`src/rtl/hex_to_ascii_tx_if.sv`:
```
// Word-in / character-out handshake bundle for hex_to_ascii_tx.
// slave is the converter's view, master is the driver/consumer view.
interface hex_to_ascii_tx_if #(
  parameter int NIBBLES = 8
);
  logic                   word_valid;
  logic                   word_ready;
  logic [4*NIBBLES-1:0]   word_data;
  logic                   char_valid;
  logic                   char_ready;
  logic [7:0]             char_data;
  logic                   busy;

  modport slave (
    input  word_valid, word_data, char_ready,
    output word_ready, char_valid, char_data, busy
  );

  modport master (
    output word_valid, word_data, char_ready,
    input  word_ready, char_valid, char_data, busy
  );
endinterface

```
`src/rtl/hex_to_ascii_tx.sv`:
```
// Word -> ASCII hex chars (MS nibble first, CR, LF); "0x" prefix when HEX_TO_ASCII_TX_PREFIX_EN is defined.
// First char one cycle after capture; each char held until char_ready; word_ready only in IDLE.
module hex_to_ascii_tx #(
  parameter int NIBBLES   = 8,
  parameter bit UPPERCASE = 1'b1
) (
  input  logic             clk,
  input  logic             rst_n,
  hex_to_ascii_tx_if.slave bus
);

  localparam int W     = 4 * NIBBLES;
  localparam int CNT_W = $clog2(NIBBLES + 1);
  localparam logic [CNT_W-1:0] LAST_DIGIT = CNT_W'(NIBBLES - 1);

`ifdef HEX_TO_ASCII_TX_PREFIX_EN
  typedef enum logic [2:0] {
    IDLE  = 3'd0,
    PFX0  = 3'd1,
    PFX1  = 3'd2,
    DIGIT = 3'd3,
    CR    = 3'd4,
    LF    = 3'd5
  } state_e;
  localparam state_e FIRST_ST = PFX0;
`else
  typedef enum logic [2:0] {
    IDLE  = 3'd0,
    DIGIT = 3'd3,
    CR    = 3'd4,
    LF    = 3'd5
  } state_e;
  localparam state_e FIRST_ST = DIGIT;
`endif

  state_e           state_q, state_d;
  logic [W-1:0]     shift_q, shift_d;
  logic [CNT_W-1:0] cnt_q, cnt_d;
  logic             char_vld_q, char_vld_d;
  logic [7:0]       char_dat_q, char_dat_d;
  logic             char_hs;

  function automatic logic [7:0] enc_nib(input logic [3:0] n);
    if (n < 4'd10)  return 8'h30 + {4'h0, n};
    else if (UPPERCASE) return 8'h37 + {4'h0, n};
    else            return 8'h57 + {4'h0, n};
  endfunction

  assign char_hs        = char_vld_q && bus.char_ready;
  assign bus.word_ready = (state_q == IDLE);
  assign bus.busy       = (state_q != IDLE);
  assign bus.char_valid = char_vld_q;
  assign bus.char_data  = char_dat_q;

  always_comb begin
    state_d    = state_q;
    shift_d    = shift_q;
    cnt_d      = cnt_q;
    char_vld_d = char_vld_q;
    char_dat_d = char_dat_q;

    unique case (state_q)
      IDLE: begin
        if (bus.word_valid) begin
          shift_d = bus.word_data;
          cnt_d   = '0;
          state_d = FIRST_ST;
        end
      end
`ifdef HEX_TO_ASCII_TX_PREFIX_EN
      PFX0: if (char_hs) state_d = PFX1;
      PFX1: if (char_hs) state_d = DIGIT;
`endif
      DIGIT: begin
        if (char_hs) begin
          shift_d = shift_q << 4;
          if (cnt_q == LAST_DIGIT) begin
            cnt_d   = '0;
            state_d = CR;
          end else begin
            cnt_d = cnt_q + CNT_W'(1);
          end
        end
      end
      CR: if (char_hs) state_d = LF;
      LF: if (char_hs) state_d = IDLE;
      default: state_d = IDLE;
    endcase

    // The output register is loaded with whatever the next state will show, so the
    // first character appears right after capture and advances with no bubbles.
    char_vld_d = (state_d != IDLE);
    unique case (state_d)
`ifdef HEX_TO_ASCII_TX_PREFIX_EN
      PFX0:    char_dat_d = 8'h30;
      PFX1:    char_dat_d = 8'h78;
`endif
      DIGIT:   char_dat_d = enc_nib(shift_d[W-1 -: 4]);
      CR:      char_dat_d = 8'h0D;
      LF:      char_dat_d = 8'h0A;
      default: char_dat_d = char_dat_q;
    endcase
  end

  always_ff @(posedge clk or negedge rst_n) begin
    if (!rst_n) begin
      state_q    <= IDLE;
      shift_q    <= '0;
      cnt_q      <= '0;
      char_vld_q <= 1'b0;
      char_dat_q <= 8'h00;
    end else begin
      state_q    <= state_d;
      shift_q    <= shift_d;
      cnt_q      <= cnt_d;
      char_vld_q <= char_vld_d;
      char_dat_q <= char_dat_d;
    end
  end

endmodule

```
`src/flat_wrapper.sv`:
```
// flat-port wrapper written by rule: the top's interface ports become plain ports
module hex_to_ascii_tx_flat 
#(
  parameter int NIBBLES   = 8,
  parameter bit UPPERCASE = 1'b1
)
  (clk, rst_n, bus_word_valid, bus_word_data, bus_char_ready, bus_word_ready, bus_char_valid, bus_char_data, bus_busy);
  hex_to_ascii_tx_if #(.NIBBLES(NIBBLES)) bus_i ();
  input  logic clk;
  input  logic rst_n;
  input wire logic [$bits(bus_i.word_valid)-1:0] bus_word_valid;
  input wire logic [$bits(bus_i.word_data)-1:0] bus_word_data;
  input wire logic [$bits(bus_i.char_ready)-1:0] bus_char_ready;
  output wire logic [$bits(bus_i.word_ready)-1:0] bus_word_ready;
  output wire logic [$bits(bus_i.char_valid)-1:0] bus_char_valid;
  output wire logic [$bits(bus_i.char_data)-1:0] bus_char_data;
  output wire logic [$bits(bus_i.busy)-1:0] bus_busy;
  assign bus_i.word_valid = bus_word_valid;
  assign bus_i.word_data = bus_word_data;
  assign bus_i.char_ready = bus_char_ready;
  assign bus_word_ready = bus_i.word_ready;
  assign bus_char_valid = bus_i.char_valid;
  assign bus_char_data = bus_i.char_data;
  assign bus_busy = bus_i.busy;
  hex_to_ascii_tx #(.NIBBLES(NIBBLES), .UPPERCASE(UPPERCASE)) u_core (.clk(clk), .rst_n(rst_n), .bus(bus_i));
endmodule
```
`config.mk`:
```
export PLATFORM = sky130hd
export DESIGN_NAME = hex_to_ascii_tx_flat
export DESIGN_NICKNAME = d
export VERILOG_FILES = /design/src/rtl/hex_to_ascii_tx_if.sv /design/src/rtl/hex_to_ascii_tx.sv /design/src/flat_wrapper.sv
export SDC_FILE = /design/constraint.sdc
export NUM_CORES = 1
export LEC_CHECK = 0
export CAP_MARGIN = 10
export CELL_PAD_IN_SITES_DETAIL_PLACEMENT = 0
export CELL_PAD_IN_SITES_GLOBAL_PLACEMENT = 2
export CORE_ASPECT_RATIO = 0.6
export CORE_UTILIZATION = 31
export CTS_CLUSTER_SIZE = 8
export DETAILED_ROUTE_END_ITERATION = 10
export GPL_TIMING_DRIVEN = 1
export PLACE_DENSITY_LB_ADDON = 0.1
export SYNTH_ARGS = -nofsm -noshare
export SYNTH_HDL_FRONTEND = slang
export SYNTH_SLANG_ARGS = --single-unit
```
`constraint.sdc`:
```
create_clock -name clk -period 3 [get_ports clk]
set_clock_uncertainty 0.15 [all_clocks]
set_input_delay 0.3 -clock clk [delete_from_list [all_inputs] [get_ports clk]]
set_output_delay 0.3 -clock clk [all_outputs]
set_load 0.02 [all_outputs]
```
==> metrics.cfg <==
[sta]
fmax_mhz=398
fin_tns_setup_ps=0
hold_viol=0
drv_slew=0
slew_headroom_pct=30.1
worst_slew_pin_slew_ps=1050
timing.hold.ws_ps=50.8
finalCritPeriodShare_pct=83.7
period_needed_ps=2510
rsz0062_at_grt=false
setup_viol=0

[global_route]
first_global_vias=1651
grt_max_degree=48
gr-total-overflow=0
grt_usage_pct=15.5
grt_pass1_wl_mm=8.79
antenna_found_initial=0

[floorplanning]
die_w_um=111
fp-row-count=23
die_area_um2=7510
ios=47
start_util_pct=32.7
fp.dieH_um=67.5
core_region_area_um2=6790

[synthesis]
muxShareOfSynthArea_pct=0.451
synth_compound_area_share_pct=20.8
synth_area_um2=2220
synth_area_leaders=dfrtp_1 53%, nand2_1 11%, a22oi_1 8.1%
synth_cell_types=47
ys.flop_type=dfrtp_1
synth_top_family_by_area=compound AO/OA/AOI/OAI gates
avgSynthCellArea_um2=9.82
syn-num-nets=264
async_reset_ff_share_pct=100
yosysSeqAreaShare_pct=53.0
yosysMostFrequentCell=nand2_1
yosys.area_share.xor_xnor_pct=0.395
synth-simple-area-share_pct=19.1
synth.top_cell.area_share_pct=53.0
synth_common_cells=66 x nand2_1, 47 x dfrtp_1, 24 x a22oi_1
synthCells=226
synth_edf_count=0
synth_fa_ha_area_share_pct=1.13
synth_warnings=0
ys_ff_latch=47
post-synth-top-area-cell=dfrtp_1

[setup_path]
worstPathArrival_ps=2530
endpoint_kind=register
crit_family=compound AO/OA/AOI/OAI gates
critical_path.startpoint_type=register
worstPathBufferInverterCount=1
critPathMaxStageDelay_ps=520
path_class=register to register
cpMaxStageDelayCell=dfrtp_1
crit_chain=nor4b_4 > a21oi_2 > buf_4 > a221o_1 > nor4bb_1 > o32a_1
worstPathMaxFanout=20
reg2reg_slack_ps=490
worst_ep_required_time_ps=3020

[drt]
drc_errors=4
routedWlPerCell_um=15.2
ant_nets=0
first_pass_iters=7
vias_per_cell=4.91
num_vias=1747
drt-total-wl_mm=5.41
drtIter0Drc=106

[cts]
clk_pin_slew_ps=60
cts_resized=0
cts.sinks=47
cts-hold-fix-buffers=0
cts_buffers=5
cts_root_buffer=clkbuf_16
clk_latency_ps=280
ctsHtreeMaxLevel=2
clock_path_buffers=2
cts_tree=yes
cts_setup_buffers=0

[placed_design]
dpl.hpwl_mm=3.82
portBuffers=45
dp_cells=348
routabilityCongestion=0.745

[job]
maxCapViolCount=0

[power_and_ir_drop]
switchingPower_mw=1.00
power_density_nw_per_um2=942
pwr-share-comb_pct=39.6
switching_share_pct=37.1
p_seq_share_pct=40.7
p_leak_nw=1.30
p_int_mw=1.70
clockPowerShare_pct=19.6
max-vdd-ir-drop_uv=359

[worst_hold_path]
hold_path.class=primary input to async pin

[layout]
fillers=700
multiInputGateArea_um2=937
drive_gt1_share_pct=7.81
nets=306
area_growth_pct=29.3
diodes=0
regArea_um2=1180
instances_no_fill=356

[run_status]
violations=DRC
status=finished, violations left

-- per-stage QoR --
stage          area [um2]  setup WS (ps)  power (mW)  utilization (%)
2_1_floorplan        2220            686        1.81                -
3_3_place_gp         2730            416        2.19             40.2
3_5_place_dp         2730            336        2.19             40.2
4_1_cts              2870            472        2.74             42.2
5_1_grt              2870            301        2.92             42.2
6_report             2870            488        2.70             42.2
-- worst register-to-register path, stage by stage (launching register included) --
cell      delay (ps)
dfrtp_1          520
nor4b_4          490
a21oi_2           90
buf_4            230
a221o_1          430
nor4bb_1         170
o32a_1           320
-- worst paths after layout --
check | start | end | cells past startpoint
setup / recovery | u_core.state_q[1] | u_core.bus.char_data[2] | 6
min in group clk | u_core.shift_q[18] | u_core.shift_q[18] | 2
hold / removal | rst_n | u_core.shift_q[11] | 1
setup reg to reg | u_core.state_q[1] | u_core.bus.char_data[2] | 6
max in group asynchronous | rst_n | u_core.shift_q[12] | 1
hold reg to reg | u_core.shift_q[18] | u_core.shift_q[18] | 2
-- routing by layer --
metal	wire length, um	part of all wire (%)	vias to the layer above	track usage [%]
met5	0	0	-	0
met4	57	1.1	0	4.05
met3	184	3.4	4	3.59
met2	2080	38	32	20.4
met1	3080	57	836	24.6
li1	-	-	875	-
-- power groups by stage --
stage / Sequential (mW) / Clock (mW) / Combinational, mW
floorplan: 1.10 / 0 / 0.715
global placement: 1.12 / 0 / 1.07
detailed placement: 1.11 / 0 / 1.08
CTS: 1.10 / 0.546 / 1.09
global route: 1.13 / 0.582 / 1.20
finish: 1.10 / 0.531 / 1.07
-- state kept, by name, summed over array words and instances (netlist names) --
signal / flops
u_core.shift_q: 32
u_core.bus.char_data: 7
u_core.cnt_q: 4
u_core.state_q: 3
u_core.bus.char_valid: 1
-- cells in the final DEF, fill, tap and decap left out, drive strengths merged, types with 2 or more instances in the layout --
cell           synthesis  final
inv                    7      7
nand3b                 2      2
o21ai                 14     14
buf                    9      6
clkbuf                 6      7
and2                   5      5
a22o                   3      3
nand2                 67     67
o21a                   2      2
a211oi                 2      2
a21oi                  4      4
a22oi                 24     24
a221o                  3      3
ha                     2      2
nand3                  2      2
dfrtp                 47     47
clkdlybuf4s50          0     44
nor2                   5      5
-- final cells by class --
cell class	instances	share of cell area [%]
well taps	87	3.79
multi-input cells	157	32.7
repair buffers	50	16.8
clock inverters	1	0.174
clock buffers	7	4.62
inverters	7	0.916
flip-flops and latches	47	41.0
-- kinds of logic after synthesis --
kind of cell	after synthesis
and+or+nand+nor	90
adders and majority gates	2
buffers and inverters	22
other	1
DFF	47
xor gates and xnor gates	1
AOI/OAI and AO/OA	62
muxes	1
Note: power is estimated with default switching activity, not from simulation.
